$ cat src/rtl/tile_out_collector_if.sv
// ---------------------------------------------------------------------------
// tile_out_collector_if
// Bundle between a PE Tile result stream, the collector and the writeback
// consumer.
//   slave  : the collector's view (samples Tile results and consumer ready,
//            drives the buffered result stream and status).
//   master : the environment's view (Tile producer + writeback consumer).
// Signals:
//   io_in_c / io_in_propagate / io_in_valid : Tile result stream
//   io_out_bits / io_out_last / io_out_valid / io_out_ready : buffered output
//   io_count          : current FIFO occupancy
//   io_overflow       : sticky "a result was dropped" flag
//   io_clear_overflow : clears io_overflow
// ---------------------------------------------------------------------------
interface tile_out_collector_if #(
  parameter int IN_W  = 19,
  parameter int OUT_W = 8,
  parameter int DEPTH = 8
);
  localparam int CW = $clog2(DEPTH) + 1;

  logic [IN_W-1:0]  io_in_c;
  logic             io_in_propagate;
  logic             io_in_valid;
  logic [OUT_W-1:0] io_out_bits;
  logic             io_out_last;
  logic             io_out_valid;
  logic             io_out_ready;
  logic [CW-1:0]    io_count;
  logic             io_overflow;
  logic             io_clear_overflow;

  modport master (
    output io_in_c, io_in_propagate, io_in_valid, io_out_ready, io_clear_overflow,
    input  io_out_bits, io_out_last, io_out_valid, io_count, io_overflow
  );

  modport slave (
    input  io_in_c, io_in_propagate, io_in_valid, io_out_ready, io_clear_overflow,
    output io_out_bits, io_out_last, io_out_valid, io_count, io_overflow
  );
endinterface

$ cat src/rtl/tile_out_collector.sv
// ---------------------------------------------------------------------------
// tile_out_collector
// Captures a PE Tile's result stream, saturates each signed IN_W result to
// OUT_W, tags the last row of each ROWS-long matrix and buffers {last, data}
// in a DEPTH-entry FIFO read out over valid/ready. The Tile cannot be
// stalled, so a result arriving while the FIFO is full (and not draining)
// is dropped and recorded in a sticky overflow flag.
// Ports:
//   clock   : rising-edge clock
//   reset_n : asynchronous active-low reset
//   bus     : tile_out_collector_if.slave (Tile input, output handshake,
//             occupancy, overflow status/clear)
// ---------------------------------------------------------------------------
module tile_out_collector #(
  parameter int IN_W  = 19,
  parameter int OUT_W = 8,
  parameter int DEPTH = 8,
  parameter int ROWS  = 8
) (
  input  logic                 clock,
  input  logic                 reset_n,
  tile_out_collector_if.slave  bus
);

  localparam int PW = (DEPTH > 1) ? $clog2(DEPTH) : 1;
  localparam int CW = $clog2(DEPTH) + 1;
  localparam int RW = (ROWS > 1) ? $clog2(ROWS) : 1;

  // Saturation bounds expressed at the input width.
  localparam logic signed [IN_W-1:0] SAT_MAX =
    {{(IN_W-OUT_W+1){1'b0}}, {(OUT_W-1){1'b1}}};
  localparam logic signed [IN_W-1:0] SAT_MIN =
    {{(IN_W-OUT_W+1){1'b1}}, {(OUT_W-1){1'b0}}};

  // -------------------------------------------------------------------------
  // State
  // -------------------------------------------------------------------------
  logic [PW-1:0]   wr_ptr_q, wr_ptr_d;
  logic [PW-1:0]   rd_ptr_q, rd_ptr_d;
  logic [CW-1:0]   count_q, count_d;
  logic [RW-1:0]   row_cnt_q, row_cnt_d;
  logic            prev_prop_q, prev_prop_d;
  logic            overflow_q, overflow_d;
  logic [OUT_W:0]  mem_q [DEPTH];

  // -------------------------------------------------------------------------
  // Saturation
  // -------------------------------------------------------------------------
  logic signed [IN_W-1:0] c_s;
  logic [OUT_W-1:0]       sat_c;

  assign c_s = $signed(bus.io_in_c);

  always_comb begin
    sat_c = bus.io_in_c[OUT_W-1:0];
    if (c_s > SAT_MAX) begin
      sat_c = {1'b0, {(OUT_W-1){1'b1}}};
    end else if (c_s < SAT_MIN) begin
      sat_c = {1'b1, {(OUT_W-1){1'b0}}};
    end
  end

  // -------------------------------------------------------------------------
  // Row tagging. A change of the propagate bit marks the start of a new
  // matrix. The tracker advances on every Tile valid, including dropped
  // results, so row alignment survives an overflow.
  // -------------------------------------------------------------------------
  logic [RW-1:0] row_idx;
  logic          row_last;

  assign row_idx  = (bus.io_in_propagate != prev_prop_q) ? '0 : row_cnt_q;
  assign row_last = (row_idx == RW'(ROWS - 1));

  always_comb begin
    row_cnt_d   = row_cnt_q;
    prev_prop_d = prev_prop_q;
    if (bus.io_in_valid) begin
      row_cnt_d   = row_last ? '0 : row_idx + RW'(1);
      prev_prop_d = bus.io_in_propagate;
    end
  end

  // -------------------------------------------------------------------------
  // FIFO control
  // -------------------------------------------------------------------------
  logic out_valid;
  logic full;
  logic deq;
  logic enq;
  logic drop;

  assign out_valid = (count_q != '0);
  assign full      = (count_q == CW'(DEPTH));
  assign deq       = out_valid & bus.io_out_ready;
  // A pop in the same cycle frees a slot, so a full FIFO can still accept.
  assign enq       = bus.io_in_valid & (~full | deq);
  assign drop      = bus.io_in_valid & full & ~deq;

  always_comb begin
    wr_ptr_d = wr_ptr_q;
    rd_ptr_d = rd_ptr_q;
    count_d  = count_q;

    if (enq) begin
      wr_ptr_d = wr_ptr_q + PW'(1);
    end
    if (deq) begin
      rd_ptr_d = rd_ptr_q + PW'(1);
    end

    case ({enq, deq})
      2'b10:   count_d = count_q + CW'(1);
      2'b01:   count_d = count_q - CW'(1);
      default: count_d = count_q;
    endcase
  end

  // Set takes priority over clear so a drop is never lost.
  always_comb begin
    overflow_d = overflow_q;
    if (drop) begin
      overflow_d = 1'b1;
    end else if (bus.io_clear_overflow) begin
      overflow_d = 1'b0;
    end
  end

  // -------------------------------------------------------------------------
  // Registers
  // -------------------------------------------------------------------------
  always_ff @(posedge clock or negedge reset_n) begin
    if (!reset_n) begin
      wr_ptr_q    <= '0;
      rd_ptr_q    <= '0;
      count_q     <= '0;
      row_cnt_q   <= '0;
      prev_prop_q <= 1'b0;
      overflow_q  <= 1'b0;
    end else begin
      wr_ptr_q    <= wr_ptr_d;
      rd_ptr_q    <= rd_ptr_d;
      count_q     <= count_d;
      row_cnt_q   <= row_cnt_d;
      prev_prop_q <= prev_prop_d;
      overflow_q  <= overflow_d;
    end
  end

  // Storage is not reset: zeroed pointers and count make old contents
  // unreachable, and the outputs are masked while empty.
  always_ff @(posedge clock) begin
    if (enq) begin
      mem_q[wr_ptr_q] <= {row_last, sat_c};
    end
  end

  // -------------------------------------------------------------------------
  // Outputs (all from registered state; io_out_ready only affects next state)
  // -------------------------------------------------------------------------
  logic [OUT_W:0] head;

  assign head             = mem_q[rd_ptr_q];
  assign bus.io_out_valid = out_valid;
  assign bus.io_out_bits  = out_valid ? head[OUT_W-1:0] : '0;
  assign bus.io_out_last  = out_valid ? head[OUT_W] : 1'b0;
  assign bus.io_count     = count_q;
  assign bus.io_overflow  = overflow_q;

endmodule

$ cat src/flat_wrapper.sv
// flat-port wrapper written by rule: the top's interface ports become plain ports
module tile_out_collector_flat 
#(
  parameter int IN_W  = 19,
  parameter int OUT_W = 8,
  parameter int DEPTH = 8,
  parameter int ROWS  = 8
)
  (clock, reset_n, bus_io_in_c, bus_io_in_propagate, bus_io_in_valid, bus_io_out_ready, bus_io_clear_overflow, bus_io_out_bits, bus_io_out_last, bus_io_out_valid, bus_io_count, bus_io_overflow);
  tile_out_collector_if #(.IN_W(IN_W), .OUT_W(OUT_W), .DEPTH(DEPTH)) bus_i ();
  input  logic clock;
  input  logic reset_n;
  input wire logic [$bits(bus_i.io_in_c)-1:0] bus_io_in_c;
  input wire logic [$bits(bus_i.io_in_propagate)-1:0] bus_io_in_propagate;
  input wire logic [$bits(bus_i.io_in_valid)-1:0] bus_io_in_valid;
  input wire logic [$bits(bus_i.io_out_ready)-1:0] bus_io_out_ready;
  input wire logic [$bits(bus_i.io_clear_overflow)-1:0] bus_io_clear_overflow;
  output wire logic [$bits(bus_i.io_out_bits)-1:0] bus_io_out_bits;
  output wire logic [$bits(bus_i.io_out_last)-1:0] bus_io_out_last;
  output wire logic [$bits(bus_i.io_out_valid)-1:0] bus_io_out_valid;
  output wire logic [$bits(bus_i.io_count)-1:0] bus_io_count;
  output wire logic [$bits(bus_i.io_overflow)-1:0] bus_io_overflow;
  assign bus_i.io_in_c = bus_io_in_c;
  assign bus_i.io_in_propagate = bus_io_in_propagate;
  assign bus_i.io_in_valid = bus_io_in_valid;
  assign bus_i.io_out_ready = bus_io_out_ready;
  assign bus_i.io_clear_overflow = bus_io_clear_overflow;
  assign bus_io_out_bits = bus_i.io_out_bits;
  assign bus_io_out_last = bus_i.io_out_last;
  assign bus_io_out_valid = bus_i.io_out_valid;
  assign bus_io_count = bus_i.io_count;
  assign bus_io_overflow = bus_i.io_overflow;
  tile_out_collector #(.IN_W(IN_W), .OUT_W(OUT_W), .DEPTH(DEPTH), .ROWS(ROWS)) u_core (.clock(clock), .reset_n(reset_n), .bus(bus_i));
endmodule
$ cat config.mk
export PLATFORM = sky130hd
export DESIGN_NAME = tile_out_collector_flat
export DESIGN_NICKNAME = d
export VERILOG_FILES = /design/src/rtl/tile_out_collector_if.sv /design/src/rtl/tile_out_collector.sv /design/src/flat_wrapper.sv
export SDC_FILE = /design/constraint.sdc
export NUM_CORES = 1
export LEC_CHECK = 0
export ABC_AREA = 1
export CAP_MARGIN = 20
export CORE_MARGIN = 8
export CORE_UTILIZATION = 35
export CTS_BUF_LIST = sky130_fd_sc_hd__clkbuf_4 sky130_fd_sc_hd__clkbuf_8
export DETAILED_ROUTE_END_ITERATION = 8
export SLEW_MARGIN = 15
export SYNTH_ARGS = -nofsm -noshare
export SYNTH_HDL_FRONTEND = slang
export SYNTH_SLANG_ARGS = --single-unit
$ cat constraint.sdc
create_clock -name clock -period 4.6 [get_ports clock]
set_clock_uncertainty 0.1 [all_clocks]
set_input_delay 1.38 -clock clock [delete_from_list [all_inputs] [get_ports clock]]
set_output_delay 1.38 -clock clock [all_outputs]
set_load 0.01 [all_outputs]
* Word-level counts from Yosys, hierarchy flattened *
Memories as Yosys holds them, arrays and structs flattened.
Cells that the tools add are included.

storage, ports and cells
  word-level logic and storage cells = 40
  input bits = 25
  bits in writable memories = 72
  memories kept = 1
  bits in registers = 15
  output and inout bits = 15

operators by class
  bitwise operators = 7
  order comparisons = 2
  add/sub/neg operators = 5
  equality and inequality tests = 5
  multiplexer cells = 11
  reductions and logical operators = 3

memories
  name          words  width  rd ports  clocked after memory_dff  wr ports  RTL line                  RTL
  u_core.mem_q  8      9      1         0                         1         tile_out_collector.sv:44  logic [OUT_W:0] mem_q [DEPTH];

operator list
  kind                                                                               count
  8-bit 2-to-1 mux                                                                   3
  19-bit by 8-bit greater-than comparator with 1-bit output (second input constant)  1
  19-bit by 8-bit < comparator with 1-bit output (second input constant)             1
  3-bit by 1-bit adder with 3-bit output (second input constant)                     3
  4-bit case mux with 2 select lines                                                 1
  3-bit 2-to-1 mux                                                                   2
  1-bit 2-to-1 mux                                                                   5
  4-bit by 1-bit adder with 4-bit output (second input constant)                     1
  1-bit bitwise AND                                                                  4
  4-bit == test (second input constant)                                              1
  2-bit nonzero test                                                                 2
  4-bit nonzero test                                                                 1
  4-bit by 1-bit subtractor with 4-bit output (second input constant)                1
  3-bit == test (second input constant)                                              1
  2-bit by 1-bit == test with 1-bit output (second input constant)                   1
  2-bit == test (second input constant)                                              1
  1-bit NOT                                                                          2
  1-bit inequality test                                                              1
  1-bit bitwise OR                                                                   1

* Depth between registers and ports, before layout *
Gate-level depths: netlist of run 1.

  depth in word-level cells = 6
  depth in mapped cells = 14
  depth with buffers taken out = 14

* Least setup slack after synthesis of run 1 *
OpenSTA, ideal clock, no wires.

  path type = input -> register
  start = input bus_io_out_ready
  end = memory u_core.mem_q[4][0] (netlist bit) (enable)
  path slack = 1.887 ns
  arrival = 2.238 ns
  library setup time = 0.374 ns
  path buffers = 0
  stages = 5
  data required time = 4.126 ns
  cells stage by stage = nor2_1 -> nand2_1 -> nand2_2 -> or2_1 -> nor2_1

on the way
  word-level cells in the longest chain between the ends = 5

ends and longest elaborated chain
  item                                    RTL line                   RTL
  start: declaration                      flat_wrapper.sv:16         input wire logic [$bits(bus_i.io_out_ready)-1:0] bus_io_out_ready;
  1-bit bitwise AND                       tile_out_collector.sv:94   assign deq = out_valid & bus.io_out_ready;
  1-bit bitwise OR                        tile_out_collector.sv:96   assign enq = bus.io_in_valid & (~full | deq);
  1-bit bitwise AND                       tile_out_collector.sv:96
  1-bit 2-to-1 mux                        tile_out_collector.sv:152  if (enq) begin
  1-bit 2-to-1 mux (implied by the code)  tile_out_collector.sv:153  mem_q[wr_ptr_q] <= {row_last, sat_c};
  end: declaration                        tile_out_collector.sv:44

No other way between the ends.

* Worst setup path after layout of run 1 *
  start = register u_core.rd_ptr_q[0]
  end = output bus_io_out_bits[2]

on the way
  word-level cells in the longest chain between the ends = 2

ends and longest elaborated chain
  item                      RTL line                   RTL
  start: declaration        tile_out_collector.sv:39   logic [PW-1:0] rd_ptr_q, rd_ptr_d;
  start signal: assignment  tile_out_collector.sv:141  rd_ptr_q <= rd_ptr_d;
  memory read 8 x 9 bit     --
  8-bit 2-to-1 mux          tile_out_collector.sv:164  assign bus.io_out_bits = out_valid ? head[OUT_W-1:0] : '0;
  end: declaration          flat_wrapper.sv:18         output wire logic [$bits(bus_i.io_out_bits)-1:0] bus_io_out_bits;

No other way between the ends.

==> results of run 1 <==
## critical path, cell delays in order, from the launching register on
cell and delay, ns:
sky130_fd_sc_hd__dfrtp_1 0.67, sky130_fd_sc_hd__buf_4 0.38, sky130_fd_sc_hd__nor2_1 0.08, sky130_fd_sc_hd__nor2_1 0.08, sky130_fd_sc_hd__o21ai_0 0.08, sky130_fd_sc_hd__o21ai_1 0.10
sky130_fd_sc_hd__o21ai_0 0.09, sky130_fd_sc_hd__nor2_1 0.20, sky130_fd_sc_hd__clkdlybuf4s50_1 0.57
## through the flow
step / util (%) / hold WS [ns]
floorplan: - / 0.353
global placement: 40.2 / 0.370
detailed placement: 40.2 / 0.379
CTS: 42.1 / 0.401
global route: 42.2 / 0.453
finish: 42.2 / 0.396
## area by class of cell
cell class / instances / area [um^2]
multi-input combinational: 223 / 1130
sequential: 87 / 2540
fill: 1033 / 6210
timing repair buffer: 43 / 428
clock buffer: 10 / 131
tap: 140 / 175
clock inverter: 6 / 67.6
inverter: 18 / 67.6
## state kept, by name (all words and copies together) (netlist names)
register / cells
u_core.bus.io_count: 4
u_core.bus.io_overflow: 1
u_core.mem_q: 72
u_core.prev_prop_q: 1
u_core.rd_ptr_q: 3
u_core.row_cnt_q: 3
u_core.wr_ptr_q: 3
## power groups by stage
stage	Sequential, mW	Clock [mW]	Combinational [mW]
6_report	1.10	0.535	1.02
5_1_grt	1.12	0.571	1.16
4_1_cts	1.13	0.547	0.991
3_5_place_dp	1.14	0	0.985
3_3_place_gp	1.14	0	0.974
2_1_floorplan	1.07	0	0.677
## cells in the final DEF, fill, tap and decap left out
master,n
sky130_fd_sc_hd__nor3_2,1
sky130_fd_sc_hd__mux2i_1,9
sky130_fd_sc_hd__o21bai_2,1
sky130_fd_sc_hd__or3_1,1
sky130_fd_sc_hd__ha_1,5
sky130_fd_sc_hd__inv_6,2
sky130_fd_sc_hd__o21ai_2,1
sky130_fd_sc_hd__o31ai_2,1
sky130_fd_sc_hd__inv_1,13
sky130_fd_sc_hd__nand4_1,5
sky130_fd_sc_hd__buf_8,1
sky130_fd_sc_hd__clkbuf_8,9
sky130_fd_sc_hd__o21ai_0,40
sky130_fd_sc_hd__nand3_2,1
sky130_fd_sc_hd__xor2_1,5
sky130_fd_sc_hd__clkbuf_4,1
sky130_fd_sc_hd__buf_4,3
sky130_fd_sc_hd__bufinv_16,1
sky130_fd_sc_hd__nor2_1,73
sky130_fd_sc_hd__nand2_2,3
sky130_fd_sc_hd__nand2_1,49
sky130_fd_sc_hd__inv_2,4
sky130_fd_sc_hd__clkinvlp_4,1
sky130_fd_sc_hd__nand3_1,5
sky130_fd_sc_hd__nand2_4,2
sky130_fd_sc_hd__clkinv_4,1
sky130_fd_sc_hd__or2_1,1
sky130_fd_sc_hd__edfxtp_1,72
sky130_fd_sc_hd__dfrtp_1,15
sky130_fd_sc_hd__clkinv_1,2
sky130_fd_sc_hd__o21ai_1,10
sky130_fd_sc_hd__clkdlybuf4s50_1,39
sky130_fd_sc_hd__o22ai_1,10
## cell families after synthesis
family | after synthesis | synth area share [%]
mux | 9 | 2.37
flops | 87 | 66.6
buf+inv | 31 | 3.71
simple gates | 141 | 15.4
xor+xnor | 5 | 1.15
compound gates | 63 | 9.07
fa+ha+maj | 5 | 1.64
## worst max path at each step
stage | startpoint | to | slack [ns] | cells past startpoint
after CTS | u_core.rd_ptr_q[1] | bus_io_out_bits[1] | 0.44 | 5
after global placement | u_core.rd_ptr_q[1] | bus_io_out_bits[3] | 0.92 | 5
after detailed placement | u_core.rd_ptr_q[1] | bus_io_out_bits[1] | 0.84 | 5
after floorplan | bus_io_out_ready | u_core.mem_q[4][0] | 1.89 | 5
final | u_core.rd_ptr_q[0] | bus_io_out_bits[2] | 0.51 | 8
after global routing | u_core.rd_ptr_q[0] | bus_io_out_bits[2] | 0.25 | 8
## routing by layer
layer,vias to the layer above,share of wire [%],track usage (%)
met4,0,0.64,3.51
met2,80,48,18.5
met1,1207,45,14.5
li1,1267,-,-
met5,-,0,0
met3,4,6.7,3.50
==> PnR_summary.wiki, run 1 <==
{| class="wikitable"
! Metric !! Value
|-
| GR Overflow Total || 0
|-
| Critical path endpoint category || output pin
|-
| Cell count after synthesis || 341
|-
| Top cells by area, synth || sky130_fd_sc_hd__edfxtp_1 57%, sky130_fd_sc_hd__dfrtp_1 9.9%, sky130_fd_sc_hd__nor2_1 7.2%
|-
| Layout overhead on the synthesized area || 19.1%
|-
| Largest area contributor in the netlist || sky130_fd_sc_hd__edfxtp_1
|-
| Critical path data required time || 3.12 ns
|-
| 1st-pass router iterations || 4
|-
| Part of the power in registers || 41.4%
|-
| Path type of the worst min-delay path || reg2reg
|-
| P per Cell Area || 584 nW/um^2
|-
| Ys async rst share || roughly 17%
|-
| Run status || finished clean
|-
| End of the worst register-to-register path || u_core.mem_q[6][5]
|-
| Internal cell power || 1.69 mW
|-
| Cell at the root of the clock tree || sky130_fd_sc_hd__clkbuf_8
|-
| Number of enable flip-flop cells after synthesis || 72
|-
| Count leader, synth || sky130_fd_sc_hd__nor2_1
|-
| Die span in x || 120 um
|-
| Number of nets produced by synthesis || 371
|-
| Worst reg-to-reg setup slack || 2.37 ns
|-
| Most used standard cells in the synthesized netlist || 73 x sky130_fd_sc_hd__nor2_1, 72 x sky130_fd_sc_hd__edfxtp_1, 49 x sky130_fd_sc_hd__nand2_1
|-
| Most used DFF post-synth || sky130_fd_sc_hd__edfxtp_1
|-
| Input/output buffers || 39
|-
| Sw frac || between 30% and 40%
|-
| Overall via count from detail_route || roughly 2,600
|-
| Placed Instances || between 500 and 600
|-
| Total power draw || 2.65 mW
|-
| Wire length per cell || 15.1 um
|-
| Period utilisation layout || 89.0%
|-
| Fraction of post-synthesis cell area in the top cell type by area || between 50% and 60%
|-
| Portion of the post-synthesis area used by sequential elements || 66.6%
|-
| Distinct cells, synth || 27
|-
| Pre-CTS setup slack || 0.845 ns
|-
| Insertion delay of the later-clocked pin in the worst-skew pair || approximately 0.34 ns
|-
| Max-capacitance violation count || 0
|-
| Flip-flop and latch count after synthesis || 87
|-
| Number of core rows || 38
|-
| Hold path depth || 2
|-
| DR vias/cell || 4.85
|-
| Sinks on Clock Net || 87
|-
| Number of global-route vias before repair || 2,582
|-
| Num CTS Buffers || 9
|-
| Number of antenna violations at the first check in global routing || 0
|-
| Number of remaining DRC errors || 0
|-
| Die H || 120 um
|-
| Initial detailed-routing violation count || 261
|-
| Starting density of the core || 35.4%
|-
| Clock share of power || 20.2%
|-
| Wire length reported by the detailed router || 7.96 mm
|-
| Yosys Warn Count || 0
|-
| H-Tree Level Count || 3
|-
| Endpoint of the worst hold path || u_core.prev_prop_q
|-
| Logic pwr share || 38.4%
|-
| Placed wire-length estimate after detailed placement || 5.53 mm
|-
| Depth of the worst register-to-register path || 5
|-
| Gpl congestion || 0.773
|-
| Net switching power || 0.960 mW
|-
| Worst EP arrival || 2.61 ns
|-
| Hold violation count in the final report || 0
|-
| Leakage power summed over all cells || between 1.5 and 2 nW
|-
| Ratio of cells with drive above 1 in the final layout || between 8 and 9%
|-
| Worst slew slack as a fraction of its limit || between 40 and 50%
|-
| Post-CTS setup buffer count || 0
|-
| Final TNS setup || 0 ns
|-
| Least-Margin Pin Slew || about 0.9 ns
|-
| First-pass GRT wire length || 13.2 mm
|-
| Fmax || roughly 240 MHz
|-
| Total routing usage reported by global routing || 11.5%
|-
| DIE AREA || 14,500 um^2
|-
| Synth Area per Inst || 11.2 um^2
|-
| Antenna diode count || 0
|-
| Clock slew at reported path FFs || approximately 0.09 ns
|-
| Bufs on Longest Clock Path || 2
|-
| Final instance count without filler cells || 527
|-
| Area of the mapped netlist || 3810 um^2
|-
| Clock period minus final worst setup slack || 4.09 ns
|-
| Total of cells resized after clock tree synthesis || 0
|-
| Number of nets with antenna violations after detailed routing || 0
|-
| Maximum number of pins on one net before global-route repair || 39
|-
| Core Footprint || around 11,000 um^2
|-
| Peak VDD IR || 0.324 mV
|-
| Final #Nets || 412
|-
| Worst min-delay path startpoint || u_core.prev_prop_q
|-
| Endpoints failing setup || 0
|-
| Top-level port count || 40
|-
| Beginning of the worst register-to-register path || u_core.bus.io_count[2]
|-
| Largest fanout of any net on the critical path || 22
|-
| Post-route cell area || 4540 um^2
|-
| Category of the worst setup path launch point || register
|-
| TritonCTS clock tree || built
|-
| RSZ-0062 raised after global routing || no
|-
| Number of hold buffers added after cts || 0
|-
| Worst Path Class, Setup || reg2out
|-
| Placed standard-cell area || 4320 um^2
|-
| Worst-case setup margin in the final layout || 0.508 ns
|-
| Count of final max-slew check failures || 0
|}
(Power assumes the default switching activity.)
==> run 2, diff against run 1 <==
Settings changed: CORE_UTILIZATION 35 to 25.
==> run 2 against run 1 <==
Effect of this change:
- clock power fell by 1%
- wire length rose by 3.8%
- critical path depth unchanged
- total power is 1.1% higher
- worst hold slack improved by 0.00062 ns
- combinational power barely moved
- core utilization is 11 points lower
- sequential share of layout area fell by 1.3 points
- critical endpoint is now bus_io_out_last
- largest power group unchanged
==> PnR_summary.wiki, run 2 (synthesized netlist as in run 1, its figures left out) <==
{| class="wikitable"
! Metric !! Value
|-
| Run status || finished clean (unchanged)
|-
| Gpl congestion || 0.789 (was 0.773)
|-
| Number of global-route vias before repair || 2,637 (was 2,582)
|-
| First-pass GRT wire length || 13.4 mm (was 13.2 mm)
|-
| Insertion delay of the later-clocked pin in the worst-skew pair || 0.35 ns (was 0.34 ns)
|-
| DR vias/cell || 4.46 (was 4.85)
|-
| Input/output buffers || 39 (unchanged)
|-
| Number of antenna violations at the first check in global routing || 0 (unchanged)
|-
| Final #Nets || 419 (was 412)
|-
| Capture point of the critical path || bus_io_out_last (was bus_io_out_bits[2])
|-
| Sinks on Clock Net || 87 (unchanged)
|-
| Least-Margin Pin Slew || 0.756 ns (was 0.883 ns)
|-
| Number of core rows || 45 (was 38)
|-
| Part of the power in registers || 41.1% (was 41.4%)
|-
| Max-capacitance violation count || 0 (unchanged)
|-
| Cell at the root of the clock tree || sky130_fd_sc_hd__clkbuf_8 (unchanged)
|-
| First element of the critical path || u_core.rd_ptr_q[0] (unchanged)
|-
| Final TNS setup || 0 ns (unchanged)
|-
| Period utilisation layout || 87.1% (was 89.0%)
|-
| Total routing usage reported by global routing || 8.77% (was 11.5%)
|-
| Clock share of power || 19.7% (was 20.2%)
|-
| Most common library cell in the layout ignoring fill and taps || sky130_fd_sc_hd__nor2_1 (unchanged)
|-
| Beginning of the worst register-to-register path || u_core.bus.io_count[3] (was u_core.bus.io_count[2])
|-
| Number of nets with antenna violations after detailed routing || 0 (unchanged)
|-
| P per Cell Area || 577 nW/um^2 (was 584 nW/um^2)
|-
| Count of final max-slew check failures || 0 (unchanged)
|-
| Worst Path Class, Setup || reg2out (unchanged)
|-
| TritonCTS clock tree || built (unchanged)
|-
| Largest fanout of any net on the critical path || 29 (was 22)
|-
| Ratio of cells with drive above 1 in the final layout || 10.4% (was 8.53%)
|-
| Post-CTS setup buffer count || 0 (unchanged)
|-
| Internal cell power || 1.70 mW (was 1.69 mW)
|-
| Wire length per cell || 14.2 um (was 15.1 um)
|-
| Endpoints failing setup || 0 (unchanged)
|-
| Worst reg-to-reg setup slack || 2.54 ns (was 2.37 ns)
|-
| Leakage power summed over all cells || 1.71 nW (was 1.68 nW)
|-
| Total power draw || 2.68 mW (was 2.65 mW)
|-
| Critical path data required time || 3.12 ns (about the same)
|-
| Logic pwr share || 39.2% (was 38.4%)
|-
| DIE AREA || 19,400 um^2 (was 14,500 um^2)
|-
| Hold violation count in the final report || 0 (unchanged)
|-
| Core Footprint || 15,000 um^2 (was 10,700 um^2)
|-
| RSZ-0062 raised after global routing || no (unchanged)
|-
| Net switching power || 0.979 mW (was 0.960 mW)
|-
| Fmax || 249 MHz (was 244 MHz)
|-
| Category of the worst setup path launch point || register (unchanged)
|-
| Antenna diode count || 0 (unchanged)
|-
| Peak VDD IR || 0.290 mV (was 0.324 mV)
|-
| Worst EP arrival || 2.53 ns (was 2.61 ns)
|-
| Critical path endpoint category || output pin (unchanged)
|-
| Most frequent cells in the layout || 73 x sky130_fd_sc_hd__nor2_1, 72 x sky130_fd_sc_hd__edfxtp_1, 49 x sky130_fd_sc_hd__nand2_1, 40 x sky130_fd_sc_hd__o21ai_0, 39 x sky130_fd_sc_hd__clkdlybuf4s50_1 (unchanged)
|-
| Fill cell count || 1,494 (was 1,033)
|-
| Path type of the worst min-delay path || reg2reg (unchanged)
|-
| Layout overhead on the synthesized area || 21.9% (was 19.1%)
|-
| Starting density of the core || 25.3% (was 35.4%)
|-
| H-Tree Level Count || 3 (unchanged)
|-
| 1st-pass router iterations || 4 (unchanged)
|-
| Num CTS Buffers || 9 (unchanged)
|-
| Number of remaining DRC errors || 0 (unchanged)
|-
| End of the worst register-to-register path || u_core.mem_q[0][6] (was u_core.mem_q[6][5])
|-
| Depth of the worst register-to-register path || 7 (was 5)
|-
| Max FFs per register || 72 (unchanged)
|-
| GR Overflow Total || 0 (unchanged)
|-
| Die span in x || 139 um (was 120 um)
|-
| Total of cells resized after clock tree synthesis || 0 (unchanged)
|-
| Sw frac || 36.5% (was 36.2%)
|-
| Initial detailed-routing violation count || 187 (was 261)
|-
| Maximum number of pins on one net before global-route repair || 30 (was 39)
|-
| Die H || 139 um (was 120 um)
|-
| Clock period minus final worst setup slack || 4.01 ns (was 4.09 ns)
|-
| Worst slew slack as a fraction of its limit || 49.5% (was 40.9%)
|-
| Wire length reported by the detailed router || 8.26 mm (was 7.96 mm)
|-
| Overall via count from detail_route || 2,598 (was 2,558)
|-
| Top-level port count || 40 (unchanged)
|-
| Placed wire-length estimate after detailed placement || 5.76 mm (was 5.53 mm)
|-
| Clock slew at reported path FFs || 0.09 ns (about the same)
|-
| Number of hold buffers added after cts || 0 (unchanged)
|-
| Bufs on Longest Clock Path || 2 (unchanged)
|-
| Top reg by flops || u_core.mem_q (unchanged)
|}
==> run 2: cell types whose count changed in the layout (fill, tap and decap cells not counted) <==
cell                         previous run  this run
sky130_fd_sc_hd__clkinvlp_4             1         3
sky130_fd_sc_hd__clkinv_1               2         1
sky130_fd_sc_hd__buf_8                  1         0
sky130_fd_sc_hd__inv_6                  2         1
sky130_fd_sc_hd__buf_4                  3        11
==> run 2: how the worst min path moves through the flow <==
stage                     cells past startpoint                  end                start
after floorplan                               2  u_core.row_cnt_q[0]  u_core.row_cnt_q[0]
after global routing                          2   u_core.prev_prop_q   u_core.prev_prop_q
after detailed placement                      2   u_core.prev_prop_q   u_core.prev_prop_q
after global placement                        2  u_core.row_cnt_q[0]  u_core.row_cnt_q[0]
after CTS                                     2   u_core.prev_prop_q   u_core.prev_prop_q
final                                         2   u_core.prev_prop_q   u_core.prev_prop_q
==> run 2: area by class of cell <==
type | instances | area, um^2 | area share (%)
Sequential cell | 87 | 2540 | 54.6
Multi-Input combinational cell | 223 | 1130 | 24.3
Timing Repair Buffer | 50 | 473 | 10.2
Tap cell | 188 | 235 | 5.06
Clock buffer | 10 | 131 | 2.83
Clock inverter | 6 | 70.1 | 1.51
Inverter | 18 | 67.6 | 1.45
==> run 2: per-stage QoR <==
stage          cell area (um^2)  std cells  hold slack [ns]  setup slack, ns  util (%)
2_1_floorplan              3810        341            0.353             1.89         -
3_3_place_gp               4440        566            0.371             1.02      29.6
3_5_place_dp               4440        566            0.385            0.988      29.6
4_1_cts                    4640        582            0.406            0.589      30.9
5_1_grt                    4640        582            0.432            0.384      30.9
6_report                   4640        582            0.397            0.591      30.9
==> run 2: worst max-delay path, cell delays in order, from the launching register on <==
cell,delay (ns)
sky130_fd_sc_hd__dfrtp_1,0.56
sky130_fd_sc_hd__buf_4,0.40
sky130_fd_sc_hd__nor2_1,0.09
sky130_fd_sc_hd__nor2_1,0.09
sky130_fd_sc_hd__o21ai_0,0.08
sky130_fd_sc_hd__o21ai_0,0.09
sky130_fd_sc_hd__o21ai_0,0.09
sky130_fd_sc_hd__nor2_1,0.20
sky130_fd_sc_hd__clkdlybuf4s50_1,0.57
==> run 2: power by group through the flow <==
stage	logic, mW	clock network [mW]	registers [mW]
finish	1.05	0.529	1.10
CTS	1.07	0.544	1.10
global placement	1.04	0	1.11
floorplan	0.677	0	1.07
global route	1.18	0.573	1.12
detailed placement	1.06	0	1.12
==> run 2: layer usage <==
layer | routed length, um | GRT usage, % | vias to the layer above
li1 | - | - | 1276
met5 | 0 | 0 | -
met1 | 3840 | 10.8 | 1250
met2 | 3880 | 14.3 | 58
met4 | 131 | 3.29 | 0
met3 | 405 | 2.56 | 14
